[src/rtl/shared_adder_scheduler.sv]
// Round-robin shared 4-bit CLA slice: two requesters, wide adds evaluated nibble-serially.
// Define SHARED_ADDER_OVF_EN to compile in two's-complement overflow; otherwise rsp_ovf is tied to 0.
module shared_adder_scheduler #(
    parameter int WORDS = 4
) (
    input  logic                 clk,
    input  logic                 rst_n,
    input  logic                 req0_valid,
    output logic                 req0_ready,
    input  logic [4*WORDS-1:0]   req0_a,
    input  logic [4*WORDS-1:0]   req0_b,
    input  logic                 req0_cin,
    input  logic                 req1_valid,
    output logic                 req1_ready,
    input  logic [4*WORDS-1:0]   req1_a,
    input  logic [4*WORDS-1:0]   req1_b,
    input  logic                 req1_cin,
    output logic                 rsp_valid,
    input  logic                 rsp_ready,
    output logic [4*WORDS-1:0]   rsp_sum,
    output logic                 rsp_cout,
    output logic                 rsp_ovf,
    output logic                 rsp_id,
    output logic                 busy
);
    localparam int W  = 4 * WORDS;
    localparam int CW = (WORDS > 1) ? $clog2(WORDS) : 1;

    typedef enum logic [1:0] {IDLE, CALC, DONE} state_t;

    state_t          state, state_next;
    logic            prio, grant, accept, last;
    logic [W-1:0]    a_reg, b_reg, sum_reg;
    logic            carry, cout_reg, id_reg;
    logic [CW-1:0]   cnt;
    logic [3:0]      nib_a, nib_b, nib_sum;
    logic            nib_cout;

    function automatic logic [4:0] cla4(input logic [3:0] a, input logic [3:0] b, input logic c0);
        logic [3:0] p, g;
        logic [4:0] c;
        p    = a ^ b;
        g    = a & b;
        c[0] = c0;
        c[1] = g[0] | (p[0] & c[0]);
        c[2] = g[1] | (p[1] & g[0]) | (p[1] & p[0] & c[0]);
        c[3] = g[2] | (p[2] & g[1]) | (p[2] & p[1] & g[0]) | (p[2] & p[1] & p[0] & c[0]);
        c[4] = g[3] | (p[3] & g[2]) | (p[3] & p[2] & g[1]) | (p[3] & p[2] & p[1] & g[0])
             | (p[3] & p[2] & p[1] & p[0] & c[0]);
        return {c[4], p ^ c[3:0]};
    endfunction

    // Contention goes to prio; a lone requester always wins.
    assign grant      = (req0_valid && req1_valid) ? prio : req1_valid;
    assign req0_ready = (state == IDLE) && req0_valid && !grant;
    assign req1_ready = (state == IDLE) && req1_valid && grant;
    assign accept     = req0_ready || req1_ready;

    assign nib_a = a_reg[int'(cnt)*4 +: 4];
    assign nib_b = b_reg[int'(cnt)*4 +: 4];
    assign {nib_cout, nib_sum} = cla4(nib_a, nib_b, carry);
    assign last  = (cnt == CW'(WORDS - 1));

    always_ff @(posedge clk or negedge rst_n) begin
        if (!rst_n) state <= IDLE;
        else        state <= state_next;
    end

    always_comb begin
        state_next = state;
        case (state)
            IDLE:    if (accept)    state_next = CALC;
            CALC:    if (last)      state_next = DONE;
            DONE:    if (rsp_ready) state_next = IDLE;
            default:                state_next = IDLE;
        endcase
    end

    // Operands are only meaningful after an accept, so they carry no reset.
    always_ff @(posedge clk) begin
        if (accept) begin
            a_reg <= grant ? req1_a : req0_a;
            b_reg <= grant ? req1_b : req0_b;
        end
    end

    always_ff @(posedge clk or negedge rst_n) begin
        if (!rst_n) begin
            prio     <= 1'b0;
            cnt      <= '0;
            carry    <= 1'b0;
            sum_reg  <= '0;
            cout_reg <= 1'b0;
            id_reg   <= 1'b0;
        end else begin
            case (state)
                IDLE: if (accept) begin
                    carry  <= grant ? req1_cin : req0_cin;
                    cnt    <= '0;
                    id_reg <= grant;
                    prio   <= ~grant;
                end
                CALC: begin
                    sum_reg[int'(cnt)*4 +: 4] <= nib_sum;
                    carry <= nib_cout;
                    cnt   <= cnt + 1'b1;
                    if (last) cout_reg <= nib_cout;
                end
                default: ;
            endcase
        end
    end

`ifdef SHARED_ADDER_OVF_EN
    logic ovf_reg;
    // Carry into the MSB is recovered from the sum bit: s3 = a3 ^ b3 ^ c3.
    always_ff @(posedge clk or negedge rst_n) begin
        if (!rst_n)                    ovf_reg <= 1'b0;
        else if (state == CALC && last) ovf_reg <= (nib_sum[3] ^ nib_a[3] ^ nib_b[3]) ^ nib_cout;
    end
    assign rsp_ovf = ovf_reg;
`else
    assign rsp_ovf = 1'b0;
`endif

    assign rsp_valid = (state == DONE);
    assign busy      = (state != IDLE);
    assign rsp_sum   = sum_reg;
    assign rsp_cout  = cout_reg;
    assign rsp_id    = id_reg;
endmodule
[config.mk]
export PLATFORM = sky130hd
export DESIGN_NAME = shared_adder_scheduler
export DESIGN_NICKNAME = d
export VERILOG_FILES = /design/src/rtl/shared_adder_scheduler.sv
export SDC_FILE = /design/constraint.sdc
export NUM_CORES = 1
export LEC_CHECK = 0
export BUFFER_PORTS_ARGS = -buffer_cell sky130_fd_sc_hd__buf_2
export CORE_ASPECT_RATIO = 0.9
export CORE_MARGIN = 10
export CORE_UTILIZATION = 30
export DETAILED_ROUTE_END_ITERATION = 6
export PLACE_DENSITY = 0.63
export SLEW_MARGIN = 40
export SYNTH_ARGS = -nofsm -noshare
export SYNTH_HDL_FRONTEND = slang
export SYNTH_SLANG_ARGS = --single-unit
[constraint.sdc]
create_clock -name clk -period 2.65 [get_ports clk]
set_input_delay 0 -clock clk [delete_from_list [all_inputs] [get_ports clk]]
set_output_delay 0 -clock clk [all_outputs]
set_load 0.05 [all_outputs]
==> results of run 1 <==
[logic make-up after synthesis]
logic type	Yosys count	synth area share (%)
AND/OR/NAND/NOR	38	6.72
other	1	0.131
adder cells (fa/ha/maj)	12	5.50
AO/OA/AOI/OAI	39	10.1
XOR/XNOR	3	0.917
flip-flops	56	54.5
buffers and inverters	15	3.19
multiplexers	40	19.0
[through the flow]
| stage | utilization, % | std cells | hold WS, ns | setup WS [ns] |
|---|---|---|---|---|
| 6_report | 45.6 | 488 | 0.0161 | 0.201 |
| 5_1_grt | 45.6 | 488 | 0.00382 | 0.00314 |
| 4_1_cts | 45.2 | 485 | 0.0000656 | 0.0245 |
| 3_5_place_dp | 37.6 | 416 | 0.0220 | 0.0376 |
| 3_3_place_gp | 37.6 | 416 | 0.0192 | 0.159 |
| 2_1_floorplan | - | 204 | -0.296 | 0.268 |
[final cells by class]
cell class	count	area [µm²]	share of cell area (%)
multi-input combinational	133	1220	29.1
clock inverter	2	16.3	0.387
sequential	56	1560	37.2
inverter	7	26.3	0.626
clock buffer	6	72.6	1.73
tap	122	153	3.64
timing repair buffer	162	1150	27.3
[power by group]
group	leakage, nW	internal (mW)	switching (mW)
logic	1.19	0.974	1.54
clock network	0.0414	0.189	0.276
registers	0.609	1.25	0.189
total	1.84	2.42	2.01
[worst max path at each step]
| stage | start | end |
|---|---|---|
| 2_1_floorplan | cnt[0]$_DFFE_PN0P_ | rsp_sum[11]$_DFFE_PN0P_ |
| 3_3_place_gp | cnt[0]$_DFFE_PN0P_ | rsp_sum[11]$_DFFE_PN0P_ |
| 3_5_place_dp | cnt[0]$_DFFE_PN0P_ | rsp_sum[7]$_DFFE_PN0P_ |
| 4_1_cts | cnt[0]$_DFFE_PN0P_ | rsp_sum[3]$_DFFE_PN0P_ |
| 5_1_grt | cnt[0]$_DFFE_PN0P_ | rsp_sum[3]$_DFFE_PN0P_ |
| 6_report | cnt[0]$_DFFE_PN0P_ | rsp_sum[11]$_DFFE_PN0P_ |
[routing by layer]
layer,vias to the layer above,GRT usage (%)
met2,67,19.2
met4,0,3.80
met5,-,0
met3,9,3.08
li1,1091,-
met1,1044,12.5
[cell usage in the layout, fill, tap and decap left out, drive strengths merged, types with 4 or more instances in the layout]
master,Yosys,final
o21ai,9,9
inv,7,7
mux4,8,8
a21o,4,4
ha,11,11
nor2,7,7
nand3,5,5
dfrtp,24,24
a22o,11,11
a21oi,4,4
buf,7,98
edfxtp,32,32
clkbuf,1,6
mux2,32,32
dlygate4sd3,0,64
nand2,15,15
[repair_timing]
item,CTS,global route
gates resized for setup,0,2
endpoints found under the setup margin,0,7
hold buffers,61,3
hold endpoints to repair,57,2
[critical path, cell delays in order (launching register included)]
cell and delay [ns]:
dfrtp_2 0.48, buf_4 0.19, mux4_1 0.56, ha_1 0.39
o21ai_0 0.11, o21bai_1 0.22, xor2_2 0.27, a22o_1 0.17
==> results.md, run 1 <==
- Tot Pwr: 4.43 mW
- Die area: 0.0139 mm²
- Commonest cells in the netlist: edfxtp_1, mux2_2, dfrtp_1
- H-tree depth: 2
- Syn avg cell area: 14.1 µm²
- Peak supply drop: 0.000522 V
- Rows: 33
- Area after DPL: 0.00346 mm²
- Antenna viol nets, final: 0
- Die width: 123 µm
- Starting Density: 31.1%
- CP Data Required Time: 2.90 ns
- Clk root buf: clkbuf_8
- Synth area leaders: edfxtp_1, dfrtp_1, mux2_2
- # DRC: 0
- Initial antenna violation count: 0
- RSZ-0062 raised after global routing: no
- Max layer used: met4
- Asr flop ratio synth: 42.9%
- Top_reg_cell synth: edfxtp_1
- Crit path arrival time: 2.70 ns
- R2R Setup Slk: 0.20 ns
- Lkg Pwr: 1.84 nW
- Pwr dens: 1050 mW/mm²
- Slew HR: 60.3%
- Final Hold Vio Count: 0
- Post-CTS Repair Setup Buffers: 0
- Yosys top cell area share: 33.5%
- Fin crit share: 92.4%
- Vias/cell: 4.53
- R2R Path Start: cnt[0]$_DFFE_PN0P_
- Routed wire length: 7.42 mm
- WHS Path Cells: 2
- Routability Congestion: 0.828
- Clock Pin Slew Worst Setup and Hold Paths: 0.10 ns
- Initial DRC Count: 113
- CTS Buf Count: 5
- Ys Warns: 0
- Min Tclk post-route: 2.45 ns
- Crit path launch type: flip-flop
- Layout cell share with drive strength beyond 1: 41.3%
- Clock Sink Count: 56
- First-pass GRT wire length: 12.4 mm
- Reg2reg path depth: 7
- Antenna diode count: 0
- Latest clock arrival within the worst-skew pair: 0.31 ns
- Total grt overflow: 0
- Vias in the first global route: 2519
- RR Endpoint: rsp_sum[11]$_DFFE_PN0P_
- Total of max-cap violations: 0
- Largest net degree at the start of global routing: 35
- Fill cells: 846
- Die Span Y: 113 µm
- Crit Path Class: flip-flop to flip-flop
- Synth Net Count: 287
- Synth area leader: edfxtp_1
- Synth unique cells: 38
- DR WL met3: 500 µm
- Final number of setup-violating endpoints: 0
- HP Start: req0_b[1]
- Hold Crit Endpoint: b_reg[1]$_DFFE_PP_
- Top Ports: 94
- Fin area: 0.00420 mm²
- Final Max Slew Viols: 0
- Crit end category: flip-flop
- Gr usage total: 11.0%
- WL/cell: 15.2 µm
- WL met2: 3.75 mm
- Highest achievable clock rate: 408 MHz
- TritonCTS clock tree: yes
- M1 WL: 3.05 mm
- Type of the most critical hold path: input port to flip-flop
- Cell area after synthesis: 0.00287 mm²
- Vias: 2211
- Post-DP HPWL: 5.37 mm
- Nets: 448
- #FFs+latches synth: 56
- # port buffers: 92
- Core area: 0.00921 mm²
- Worst Tran Pin Value: 0.594 ns
- Post-synth EDFFs: 32
- Final Skew: 0.00364 ns
- Clock Tree Buf Depth: 2
- Router iterations before antenna repair: 4
- Status: completed
- Cells after synthesis: 204
- Layout overhead on the synthesized area: 46.4%
- Crit path max fanout: 8
- Setup_tns: 0 ns
- Sequential share of the synthesized area: 54.5%
(Power assumes the default switching activity.)
==> inputs of run 2 (changes only) <==
--- a/config.mk
+++ b/config.mk
@@ -5,6 +5,7 @@
 export SDC_FILE = /design/constraint.sdc
 export NUM_CORES = 1
 export LEC_CHECK = 0
+export ABC_AREA = 1
 export BUFFER_PORTS_ARGS = -buffer_cell sky130_fd_sc_hd__buf_2
 export CORE_ASPECT_RATIO = 0.9
 export CORE_MARGIN = 10
==> run 2 against run 1 <==
Net effect:
- routed wire length rose by 5.1%
- clock skew rose by 0.0086 ns
- critical endpoint is now rsp_sum[14]$_DFFE_PN0P_
- area after synthesis rose by 1.0%
- clock power barely moved
- total power rose by 4.7%
- register-to-register slack improved by 0.12 ns
- count of clock-buffer cells in the layout fell by 1
- maximum frequency rose by 5.0%
==> results.md, run 2 <==
- Clk root buf: clkbuf_8
- Routed wire length: 7.80 mm
- Final Hold Vio Count: 0
- Rows: 33
- Synth unique cells: 26
- Die width: 124 µm
- Fin crit share: 88.0%
- Routability Congestion: 0.828
- Synth area leaders: edfxtp_1, dfrtp_1, nand2_1
- Total of max-cap violations: 0
- Min Tclk post-route: 2.33 ns
- R2R Setup Slk: 0.32 ns
- Top delay family on crit path: flip-flops
- Total grt overflow: 0
- Final number of setup-violating endpoints: 0
- Sequential share of the synthesized area: 53.9%
- Min Hold Slack: 0.00303 ns
- # DRC: 0
- Final Util: 45.9%
- Commonest non-fill, non-tap cell in the layout: nand2_1
- Layout overhead on the synthesized area: 46.4%
- Buf/Inv on CP: 1
- Syn avg cell area: 8.60 µm²
- Cells after synthesis: 337
- WL/cell: 12.6 µm
- Crit Path Class: flip-flop to flip-flop
- Commonest cells in the netlist: nand2_1, o21ai_0, edfxtp_1
- First-pass GRT wire length: 12.8 mm
- # port buffers: 92
- Post-synth EDFFs: 32
- RR Endpoint: rsp_sum[14]$_DFFE_PN0P_
- R2R Path Start: cnt[0]$_DFFE_PN0P_
- Post-CTS Repair Setup Buffers: 0
- Crit path max fanout: 15
- RSZ-0062 raised after global routing: no
- Largest net degree at the start of global routing: 35
- Yosys top cell area share: 33.2%
- Worst Tran Pin Value: 0.533 ns
- Cts repair resizes: 0
- Initial DRC Count: 164
- Antenna viol nets, final: 0
- #FFs+latches synth: 56
- Latest clock arrival within the worst-skew pair: 0.31 ns
- Final Max Slew Viols: 0
- H-tree depth: 2
- Gr usage total: 11.1%
- Vias/cell: 4.42
- Crit path launch type: flip-flop
- Crit-path most repeated cell: nand3_1
- Slew HR: 64.4%
- Vias: 2734
- Antenna diode count: 0
- Lkg Pwr: 2.09 nW
- Most frequent cell after synthesis: nand2_1
- Die Span Y: 113 µm
- CP max stage cell: dfrtp_1
- Asr flop ratio synth: 42.9%
- Type of the most critical hold path: input port to flip-flop
- Hold Crit Endpoint: a_reg[12]$_DFFE_PP_
- Post-DP HPWL: 5.82 mm
- Starting Density: 31.3%
- TritonCTS clock tree: yes
- Initial antenna violation count: 0
- Clock Sink Count: 56
- Clock Pin Slew Worst Setup and Hold Paths: 0.11 ns
- Top_reg_cell synth: edfxtp_1
- Commonest cells after routing, fill and taps aside: nand2_1, buf_2, dlygate4sd3_1
- Post-route setup slack: 0.317 ns
- Die area: 0.0140 mm²
- Worst-path cell chain: inv_1, o21ai_0, o22ai_1, ha_1, nand3_1, nand3_1, xor2_1, nor2_1, nand3_1, nand2_1
- CTS Buf Count: 5
- Crit end category: flip-flop
- Clock Tree Buf Depth: 2
- Status: completed
- CP peak stage delay: 0.47 ns
- Ys Warns: 0
- CP Data Required Time: 2.85 ns
- Highest achievable clock rate: 429 MHz
- Final Skew: 0.0123 ns
- Core area: 0.00925 mm²
- Fill cells: 910
- Cell area after synthesis: 0.00290 mm²
- Peak supply drop: 0.000581 V
- Crit path arrival time: 2.53 ns
- Top Ports: 94
- Synth area leader: edfxtp_1
- Synth Net Count: 420
- Reg2reg path depth: 10
- Layout cell share with drive strength beyond 1: 24.0%
- HP Start: req1_a[12]
- WHS Path Cells: 3
- Router iterations before antenna repair: 4
- Nets: 578
- Post-place setup slack: 0.329 ns
- Vias in the first global route: 2834
- Pwr dens: 1090 mW/mm²
- Setup_tns: 0 ns
-- run 2: cell count changes after synthesis, sizes merged, moves of 8 or more --
cell   previous run  this run
o22ai             0         9
mux2             32         0
nand2            15       134
inv               7        23
a22o             11         0
nor2              7        30
o21ai             9        37
mux4              8         0
-- run 2: area by class of cell --
class | count | area [µm²] | share of cell area [%]
clock inverters | 3 | 23.8 | 0.560
multi-input cells | 245 | 1190 | 28.0
inverters | 24 | 90.1 | 2.12
well taps | 122 | 153 | 3.60
flip-flops and latches | 56 | 1560 | 36.8
clock buffers | 5 | 68.8 | 1.62
repair buffers | 163 | 1160 | 27.3
-- run 2: worst max-delay path by stage --
| stage | cells after the start | endpoint | start | slack [ns] |
|---|---|---|---|---|
| floorplan | 5 | a_reg[0]$_DFFE_PP_ | state[0]$_DFFE_PN0P_ | 0.32 |
| global placement | 10 | rsp_sum[6]$_DFFE_PN0P_ | cnt[0]$_DFFE_PN0P_ | 0.42 |
| detailed placement | 10 | rsp_sum[6]$_DFFE_PN0P_ | cnt[0]$_DFFE_PN0P_ | 0.33 |
| CTS | 10 | rsp_sum[14]$_DFFE_PN0P_ | cnt[0]$_DFFE_PN0P_ | 0.30 |
| global route | 10 | rsp_sum[14]$_DFFE_PN0P_ | cnt[0]$_DFFE_PN0P_ | 0.009 |
| finish | 10 | rsp_sum[14]$_DFFE_PN0P_ | cnt[0]$_DFFE_PN0P_ | 0.32 |
-- run 2: kinds of logic after synthesis --
group / Yosys count / synth area share, %
AND/OR/NAND/NOR: 177 / 24.4
buffers and inverters: 36 / 5.05
flip-flops: 56 / 53.9
other: 1 / 0.129
adder cells (fa/ha/maj): 12 / 5.44
AO/OA/AOI/OAI: 52 / 10.1
XOR/XNOR: 3 / 0.907
-- run 2: layer usage --
layer	up-vias	track usage (%)	share of wire, %
li1	1410	-	-
met1	1237	12.7	41
met2	83	19.9	51
met3	4	3.73	8.1
met4	0	1.86	0.51
met5	-	0	0
-- run 2: timing repair --
item / 4_1_cts / 5_1_grt
hold buffers: 65 / 0
hold endpoints to repair: 57 / 0
setup endpoints to repair: 0 / 0
-- run 2: worst reg2reg max path: cells and delay by family (launching register included) --
family,cells,cell delay (ns)
adders and majority gates,1,0.32
DFF,1,0.47
buffers and inverters,1,0.33
AOI/OAI and AO/OA,2,0.45
xor gates and xnor gates,1,0.25
and+or+nand+nor,5,0.42
-- run 2: power by group --
group / switching [mW] / internal [mW] / leakage (nW)
logic: 1.83 / 0.893 / 1.43
clock network: 0.280 / 0.188 / 0.0404
registers: 0.147 / 1.29 / 0.620
total: 2.26 / 2.37 / 2.09
-- run 2: through the flow --
step | cell area, µm² | cells | power (mW)
floorplan | 2900 | 337 | 3.34
global placement | 3500 | 545 | 4.01
detailed placement | 3500 | 545 | 4.06
CTS | 4240 | 618 | 4.68
global route | 4240 | 618 | 5.07
finish | 4240 | 618 | 4.63
